===== src/rtl/vec_instr_issue_pkg.sv =====
// vec_isa_pkg
//  Shared definitions for the vector instruction issue stage: the 9-bit
//  instruction encoding, its field positions and the legality screen that
//  decides whether an incoming word may be forwarded to the CPU.
//  Encoding: [8:7] op, [6:5] register, [4:0] memory block index (addr = idx*16).
//  No ports (package).
package vec_isa_pkg;

    localparam int INSTR_W = 9;
    localparam int OP_MSB  = 8;
    localparam int OP_LSB  = 7;
    localparam int REG_MSB = 6;
    localparam int REG_LSB = 5;
    localparam int IDX_MSB = 4;

    typedef logic [INSTR_W-1:0] vec_instr_t;

    typedef enum logic [1:0] {
        OP_LOAD  = 2'b00,
        OP_STORE = 2'b01,
        OP_ADD   = 2'b10,
        OP_MUL   = 2'b11
    } vec_op_e;

    typedef enum logic [1:0] {
        REG_A1 = 2'b00,
        REG_A2 = 2'b01,
        REG_A3 = 2'b10,
        REG_A4 = 2'b11
    } vec_reg_e;

    // LOAD may only target A1/A2, STORE only A3/A4; arithmetic ops carry no
    // operands, so their register and index fields must be zero.
    function automatic logic is_legal(input vec_instr_t instr);
        logic legal;
        case (vec_op_e'(instr[OP_MSB:OP_LSB]))
            OP_LOAD:  legal = !instr[REG_MSB];
            OP_STORE: legal = instr[REG_MSB];
            default:  legal = (instr[REG_MSB:REG_LSB] == 2'b00) &&
                              (instr[IDX_MSB:0] == '0);
        endcase
        return legal;
    endfunction

endpackage


===== src/rtl/vec_instr_issue_if.sv =====
// vec_instr_issue_if
//  Bundle of the host-side handshake and the CPU-side instruction bus of the
//  issue stage.
//  Signals:
//   in_valid/in_instr/in_ready  host offers an instruction, stage accepts
//   flush                        discard queued and in-flight instructions
//   instr/instr_valid            instruction held on the CPU bus
//   busy/err/issued_count        status towards the host
//  Modports: master = host/CPU side, slave = issue stage.
interface vec_instr_issue_if #(
    parameter int CNT_W = 16
);
    import vec_isa_pkg::*;

    logic             in_valid;
    vec_instr_t       in_instr;
    logic             in_ready;
    logic             flush;
    vec_instr_t       instr;
    logic             instr_valid;
    logic             busy;
    logic             err;
    logic [CNT_W-1:0] issued_count;

    modport master (
        output in_valid, in_instr, flush,
        input  in_ready, instr, instr_valid, busy, err, issued_count
    );

    modport slave (
        input  in_valid, in_instr, flush,
        output in_ready, instr, instr_valid, busy, err, issued_count
    );

endinterface


===== src/rtl/vec_instr_issue_fifo.sv =====
// vec_instr_fifo
//  Synchronous FIFO of DEPTH entries, WIDTH bits each, with first-word
//  fall-through read data and a synchronous flush that has priority over
//  push and pop.
//  Ports:
//   clk, rst_n        clock, asynchronous active-low reset
//   push_i, data_i    write request and data (ignored when full)
//   pop_i             read request (ignored when empty)
//   flush_i           empty the FIFO at the next edge
//   data_o            head entry
//   full_o, empty_o   occupancy flags from the registered count
//   count_o           number of stored entries (log2(DEPTH)+1 bits)
module vec_instr_fifo
    import vec_isa_pkg::*;
#(
    parameter int DEPTH = 8,
    parameter int WIDTH = INSTR_W
) (
    input  logic                   clk,
    input  logic                   rst_n,
    input  logic                   push_i,
    input  logic [WIDTH-1:0]       data_i,
    input  logic                   pop_i,
    input  logic                   flush_i,
    output logic [WIDTH-1:0]       data_o,
    output logic                   full_o,
    output logic                   empty_o,
    output logic [$clog2(DEPTH):0] count_o
);

    localparam int PTR_W = $clog2(DEPTH);

    logic [WIDTH-1:0] mem_q [DEPTH];
    logic [PTR_W-1:0] wrPtr_q;
    logic [PTR_W-1:0] rdPtr_q;
    logic [PTR_W:0]   count_q;
    logic             doPush;
    logic             doPop;

    assign full_o  = (count_q == (PTR_W+1)'(DEPTH));
    assign empty_o = (count_q == '0);
    assign count_o = count_q;
    assign data_o  = mem_q[rdPtr_q];

    assign doPush = push_i && !full_o && !flush_i;
    assign doPop  = pop_i && !empty_o && !flush_i;

    // Pointers wrap naturally because DEPTH is a power of two.
    always_ff @(posedge clk or negedge rst_n) begin
        if (!rst_n) begin
            wrPtr_q <= '0;
            rdPtr_q <= '0;
            count_q <= '0;
        end else if (flush_i) begin
            wrPtr_q <= '0;
            rdPtr_q <= '0;
            count_q <= '0;
        end else begin
            if (doPush) begin
                wrPtr_q <= wrPtr_q + 1'b1;
            end
            if (doPop) begin
                rdPtr_q <= rdPtr_q + 1'b1;
            end
            case ({doPush, doPop})
                2'b10:   count_q <= count_q + 1'b1;
                2'b01:   count_q <= count_q - 1'b1;
                default: count_q <= count_q;
            endcase
        end
    end

    // Storage needs no reset: the count alone decides what is valid.
    always_ff @(posedge clk) begin
        if (doPush) begin
            mem_q[wrPtr_q] <= data_i;
        end
    end

endmodule


===== src/rtl/vec_instr_issue.sv =====
// vec_instr_issue
//  Issue stage in front of the vector CPU core. Screens incoming instructions,
//  queues legal ones and drives each onto the CPU bus for HOLD_CYCLES clocks,
//  back to back while work is queued.
//  Ports:
//   clk    system clock, rising edge
//   rst_n  asynchronous active-low reset
//   bus    vec_instr_issue_if.slave: in_valid/in_instr/in_ready handshake,
//          flush, instr/instr_valid CPU bus, busy, err pulse, issued_count
module vec_instr_issue
    import vec_isa_pkg::*;
#(
    parameter int DEPTH       = 8,
    parameter int HOLD_CYCLES = 2,
    parameter int CNT_W       = 16
) (
    input logic              clk,
    input logic              rst_n,
    vec_instr_issue_if.slave bus
);

    localparam int HOLD_W = (HOLD_CYCLES > 1) ? $clog2(HOLD_CYCLES) : 1;
    localparam logic [HOLD_W-1:0] HOLD_LAST = HOLD_W'(HOLD_CYCLES - 1);

    localparam logic [0:0] ST_IDLE  = 1'b0;
    localparam logic [0:0] ST_ISSUE = 1'b1;

    logic [0:0]          state_q,       state_d;
    logic [HOLD_W-1:0]   holdCnt_q,     holdCnt_d;
    vec_instr_t          instr_q,       instr_d;
    logic [CNT_W-1:0]    issuedCount_q, issuedCount_d;
    logic                err_q,         err_d;

    logic                accept;
    logic                instrLegal;
    logic                fifoPush;
    logic                fifoPop;
    vec_instr_t          fifoHead;
    logic                fifoFull;
    logic                fifoEmpty;
    logic [$clog2(DEPTH):0] fifoCount;

    vec_instr_fifo #(
        .DEPTH (DEPTH),
        .WIDTH (INSTR_W)
    ) u_fifo (
        .clk     (clk),
        .rst_n   (rst_n),
        .push_i  (fifoPush),
        .data_i  (bus.in_instr),
        .pop_i   (fifoPop),
        .flush_i (bus.flush),
        .data_o  (fifoHead),
        .full_o  (fifoFull),
        .empty_o (fifoEmpty),
        .count_o (fifoCount)
    );

    // Ready comes only from the registered occupancy, so a pop in the same
    // cycle never frees a slot for a push. Illegal words still complete the
    // handshake; they are simply not stored and flagged on err.
    assign accept     = bus.in_valid && !fifoFull && !bus.flush;
    assign instrLegal = is_legal(bus.in_instr);
    assign fifoPush   = accept && instrLegal;
    assign err_d      = accept && !instrLegal;

    always_comb begin
        state_d       = state_q;
        holdCnt_d     = holdCnt_q;
        instr_d       = instr_q;
        issuedCount_d = issuedCount_q;
        fifoPop       = 1'b0;
        if (bus.flush) begin
            // An instruction whose hold ends on the flush edge is not counted.
            state_d       = ST_IDLE;
            holdCnt_d     = '0;
            issuedCount_d = '0;
        end else begin
            case (state_q)
                ST_IDLE: begin
                    fifoPop = !fifoEmpty;
                end
                ST_ISSUE: begin
                    if (holdCnt_q != '0) begin
                        holdCnt_d = holdCnt_q - 1'b1;
                    end else begin
                        issuedCount_d = issuedCount_q + 1'b1;
                        if (!fifoEmpty) begin
                            fifoPop = 1'b1;
                        end else begin
                            state_d = ST_IDLE;
                        end
                    end
                end
                default: begin
                    state_d = ST_IDLE;
                end
            endcase
            // instr_q is only loaded on a pop, so it keeps its last value in IDLE.
            if (fifoPop) begin
                instr_d   = fifoHead;
                holdCnt_d = HOLD_LAST;
                state_d   = ST_ISSUE;
            end
        end
    end

    always_ff @(posedge clk or negedge rst_n) begin
        if (!rst_n) begin
            state_q       <= ST_IDLE;
            holdCnt_q     <= '0;
            instr_q       <= '0;
            issuedCount_q <= '0;
            err_q         <= 1'b0;
        end else begin
            state_q       <= state_d;
            holdCnt_q     <= holdCnt_d;
            instr_q       <= instr_d;
            issuedCount_q <= issuedCount_d;
            err_q         <= err_d;
        end
    end

    assign bus.in_ready     = !fifoFull;
    assign bus.instr        = instr_q;
    assign bus.instr_valid  = (state_q == ST_ISSUE);
    assign bus.busy         = (fifoCount != '0) || (state_q == ST_ISSUE);
    assign bus.err          = err_q;
    assign bus.issued_count = issuedCount_q;

endmodule


===== src/flat_wrapper.sv =====
// flat-port wrapper written by rule: the top's interface ports become plain ports
module vec_instr_issue_flat import vec_isa_pkg::*;
#(
    parameter int DEPTH       = 8,
    parameter int HOLD_CYCLES = 2,
    parameter int CNT_W       = 16
)
  (clk, rst_n, bus_in_valid, bus_in_instr, bus_flush, bus_in_ready, bus_instr, bus_instr_valid, bus_busy, bus_err, bus_issued_count);
  vec_instr_issue_if #(.CNT_W(CNT_W)) bus_i ();
  input logic clk;
  input logic rst_n;
  input wire logic [$bits(bus_i.in_valid)-1:0] bus_in_valid;
  input wire logic [$bits(bus_i.in_instr)-1:0] bus_in_instr;
  input wire logic [$bits(bus_i.flush)-1:0] bus_flush;
  output wire logic [$bits(bus_i.in_ready)-1:0] bus_in_ready;
  output wire logic [$bits(bus_i.instr)-1:0] bus_instr;
  output wire logic [$bits(bus_i.instr_valid)-1:0] bus_instr_valid;
  output wire logic [$bits(bus_i.busy)-1:0] bus_busy;
  output wire logic [$bits(bus_i.err)-1:0] bus_err;
  output wire logic [$bits(bus_i.issued_count)-1:0] bus_issued_count;
  assign bus_i.in_valid = bus_in_valid;
  assign bus_i.in_instr = bus_in_instr;
  assign bus_i.flush = bus_flush;
  assign bus_in_ready = bus_i.in_ready;
  assign bus_instr = bus_i.instr;
  assign bus_instr_valid = bus_i.instr_valid;
  assign bus_busy = bus_i.busy;
  assign bus_err = bus_i.err;
  assign bus_issued_count = bus_i.issued_count;
  vec_instr_issue #(.DEPTH(DEPTH), .HOLD_CYCLES(HOLD_CYCLES), .CNT_W(CNT_W)) u_core (.clk(clk), .rst_n(rst_n), .bus(bus_i));
endmodule

===== config.mk =====
export PLATFORM = sky130hd
export DESIGN_NAME = vec_instr_issue_flat
export DESIGN_NICKNAME = d
export VERILOG_FILES = /design/src/rtl/vec_instr_issue_pkg.sv /design/src/rtl/vec_instr_issue_if.sv /design/src/rtl/vec_instr_issue_fifo.sv /design/src/rtl/vec_instr_issue.sv /design/src/flat_wrapper.sv
export SDC_FILE = /design/constraint.sdc
export NUM_CORES = 1
export LEC_CHECK = 0
export ABC_AREA = 1
export BUFFER_PORTS_ARGS = -buffer_cell sky130_fd_sc_hd__buf_4
export CORE_UTILIZATION = 56
export CTS_CLUSTER_SIZE = 28
export DETAILED_ROUTE_END_ITERATION = 7
export HOLD_SLACK_MARGIN = 0.1
export PLACE_DENSITY = 0.77
export SETUP_SLACK_MARGIN = 0.4
export SLEW_MARGIN = 10
export SYNTH_ARGS = -nofsm -noshare
export SYNTH_HDL_FRONTEND = slang
export SYNTH_SLANG_ARGS = --single-unit
export TNS_END_PERCENT = 20

===== constraint.sdc =====
create_clock -name clk -period 2.5 [get_ports clk]
set_clock_uncertainty 0.05 [all_clocks]
set_input_delay 0.25 -clock clk [delete_from_list [all_inputs] [get_ports clk]]
set_output_delay 0.25 -clock clk [all_outputs]
set_load 0.005 [all_outputs]

==> results.txt <==
The flow ran to the end, and the final reports show no timing, DRC or antenna violations. The routed wirelength normalized by instance count is 17.3 µm. Setup violations remaining at the end of the flow were counted as 0. The tools report the total number of placement rows as 33.

CTS placed an instance of clkbuf_8 at the clock tree root. The die covers 9040 µm². The share of final-layout standard cells stronger than drive strength 1 was 23.5%. Number of different library cells in the post-synthesis netlist: 35. In the synthesized netlist, the number of instances is 445.

The final number of hold-violating endpoints came out at 0. The worst path in the final design needs a cycle of 2.11 ns, including I/O delays and setup. The x dimension of the die works out to 95.1 µm. Clock insertion delay at the later pin of the skew report: 0.38 ns.

By area the synthesized netlist is led by edfxtp_1 (45%), dfrtp_1 (20%), o21ai_0 (5.6%). In this run the power density over the cells is 791 nW/µm². The logs give 0.393 ns for the final critical-path setup slack and 0 for the number of warnings issued by yosys. Dividing the final minimum period by the clock period gives 84.3%. Clock-pin slew was measured on the worst setup and hold paths at 0.11 ns.

For the worst setup path, the data arrival time is 2.33 ns. The DRC violation total after the first TritonRoute iteration is 293. The detailed-routing iteration count for the pre-antenna-repair pass is 5, and the worst hold slack after final layout is 0.150 ns. VDD sags by at most 397 µV.

After filler insertion, the fill cell instance count of the layout stands at 564. Total number of nets in the final design: 546. Detailed placement ended at an HPWL of 6.77 mm. The synthesized netlist devotes 0.361% of its cell area to XOR and XNOR gates.

The run gives 4850 µm² as the area of the mapped netlist. Setup repair after global routing left no endpoint under its margin. TritonCTS built the clock tree.

For the timing-limited maximum frequency, the log shows 475 MHz. The min-delay analysis places its worst path in the category in -> reg. Port buffering added 41 buffers. The initial antenna violation count is 0.

By instance count, the leading cell after synthesis is edfxtp_1. The via count of the first global-routing pass is 3,360, and the share of synthesized registers carrying an async set or reset is 34.5%. In this run the standard cell core region covers 8300 µm². Measured against the total synthesized area, the mux share comes to 0%. The number of sinks handled by clock tree synthesis was 110; the maximum number of pins on one net before global-route repair was 39. The most used flip-flop cell after synthesis is edfxtp_1. The tools report the global-route wire length before repair as 16.6 mm. A synthesized cell averages 10.9 µm².

The remaining global-route overflow was 0. Counting flops with a built-in enable in the synthesized netlist gives 72. The total negative slack for setup checks is 0 ns, and the adder-cell area share of the yosys netlist is 1.70%. The logs give 42 for the I/O pin count and 3,644 for the via count.

Of the total synthesized cell area, the portion taken by AND, OR, NAND and NOR gates is 15.8%. After synthesis, the most frequently instantiated cells are edfxtp_1 (72), nand2_1 (63), nor2_1 (57), o21ai_0 (54), inv_1 (44). Max-cap violations in this run came to 0. edfxtp_1 takes more of the synthesized area than any other cell. For this run, the total global-route usage over all layers was measured as 25.1%. The number of antenna diodes in the final layout is 0. After synthesis, flip-flops and latches occupy 64.2% of the total area. The actual transition at the worst max-transition pin is 0.604 ns. In this run the biggest area consumer among cell types represents 44.6% of the synthesized area. Count of antenna-violating nets left after detailed routing: 0. The wire length reported by the detailed router came out at 11.0 mm. The tools report the DRC violations left as 0.

The run gives 2 as the worst-case clock buffer depth. Relative to the synthesized area, the layout overhead comes to 20.0%. The largest family of logic cells by synthesized area was simple AND/OR/NAND/NOR gates. The die is 95.1 µm tall. The required time at the worst-slack endpoint is 2.72 ns. The area fraction in compound gates after synthesis came out at 11.7%. The tightest slew margin relative to the limit is 59.7%. Synthesis inferred 110 register bits.

The worst setup path is launched from a register. At the end of routability-driven placement, the weighted congestion stood at 0.823. The static power due to leakage was 0.00245 µW; the mean number of vias per cell was 5.72.

The synthesized netlist net count was 464; the highest net fanout along the worst path was 7. STA classifies the critical path endpoint as a register. Worst setup timing slack at the placement stage: 0.134 ns. The category of the most critical setup path was reg -> reg. Clock tree synthesis inserted a total of 9 buffers.

The logs give 0 for the max-slew violation count and 3 for the CTS H-tree depth. Once the floorplan was initialized, standard cells occupied 58.5% of the core.
[layout make-up]
| class | instances | area, µm² | share of cell area [%] |
|---|---|---|---|
| Multi-Input combinational cell | 268 | 1490 | 25.7 |
| Sequential cell | 110 | 3120 | 53.5 |
| Clock inverter | 7 | 66.3 | 1.14 |
| Tap cell | 105 | 131 | 2.26 |
| Timing Repair Buffer | 87 | 683 | 11.7 |
| Clock buffer | 9 | 124 | 2.13 |
| Inverter | 51 | 206 | 3.55 |
[cell families after synthesis]
logic type / after synthesis
XOR/XNOR: 2
AND/OR/NAND/NOR: 164
buffers and inverters: 67
adder cells (fa/ha/maj): 6
AO/OA/AOI/OAI: 96
flip-flops: 110
[final timing paths]
kind / from / endpoint / slack [ns] / depth (start not counted)
setup / recovery: u_core.u_fifo.count_o[0] / u_core.u_fifo.count_o[3] / 0.39 / 16
hold / removal: bus_flush / u_core.bus.issued_count[8] / 0.15 / 4
setup reg to reg: u_core.u_fifo.count_o[0] / u_core.u_fifo.count_o[3] / 0.39 / 16
hold reg to reg: u_core.bus.instr[1] / u_core.bus.instr[1] / 0.45 / 2
max in group asynchronous: rst_n / u_core.u_fifo.count_o[0] / 1.72 / 2
min in group asynchronous: rst_n / u_core.bus.issued_count[3] / 0.31 / 2
[per-stage QoR]
| stage | std cells | cell area (µm²) | util [%] | power [µW] |
|---|---|---|---|---|
| 2_1_floorplan | 445 | 4850 | - | 2920 |
| 3_3_place_gp | 591 | 5300 | 63.9 | 3250 |
| 3_5_place_dp | 591 | 5300 | 63.9 | 3310 |
| 4_1_cts | 626 | 5680 | 68.5 | 4390 |
| 5_1_grt | 637 | 5820 | 70.1 | 4840 |
| 6_report | 637 | 5820 | 70.1 | 4600 |
[sequential cells by signal, summed over array words and instances (netlist names)]
name,cells
u_core.bus.err,1
u_core.bus.instr,9
u_core.bus.instr_valid,1
u_core.bus.issued_count,16
u_core.holdCnt_q,1
u_core.u_fifo.count_o,4
u_core.u_fifo.mem_q,72
u_core.u_fifo.rdPtr_q,3
u_core.u_fifo.wrPtr_q,3
[cell usage in the layout, fill, tap and decap left out, drive strengths merged, types with 2 or more instances in the layout]
master        n
o211ai        8
ha            5
a31oi         2
clkbuf        9
inv          52
o22ai         8
o21ai        54
dfrtp        38
nand2        71
nand3        18
buf          75
edfxtp       72
clkinv        6
a21oi        11
nand4         2
nor3          8
dlygate4sd3  12
o221ai       12
nor2         63
[worst max-delay path: stages (launching register included)]
cell and delay, ns:
dfrtp_2 0.45, nor2_4 0.16, nand3_4 0.11, nand3_4 0.12
clkinv_8 0.09, nand2_4 0.08, inv_4 0.05, ha_4 0.30
nand3_4 0.08, nand2_1 0.08, nand2_1 0.06, nand2_1 0.10
inv_1 0.06, nand2_1 0.06, nand2_1 0.05, nand2_1 0.06
nand2_1 0.05
[power by group]
| group | internal, µW | leakage, µW | switching (µW) |
|---|---|---|---|
| combinational | 595 | 0.00120 | 816 |
| clock | 386 | 0.0000965 | 642 |
| sequential | 2070 | 0.00116 | 94.8 |
| total | 3050 | 0.00245 | 1550 |
[metal layers]
metal / global-route usage (%) / up-vias / wire length (µm)
li1: - / 1695 / -
met1: 31.9 / 1744 / 4420
met2: 43.0 / 180 / 5630
met3: 4.78 / 25 / 789
met4: 8.96 / 0 / 211
met5: 0 / - / 0
[repair_timing]
item	in CTS	in global routing
setup endpoints to repair	1	1
endpoints found under the hold margin	112	0
hold buffers	12	0
setup buffers	7	11
gates resized for setup	6	9
pin swaps	3	7
No activity file was read; power rests on OpenSTA's default activity.
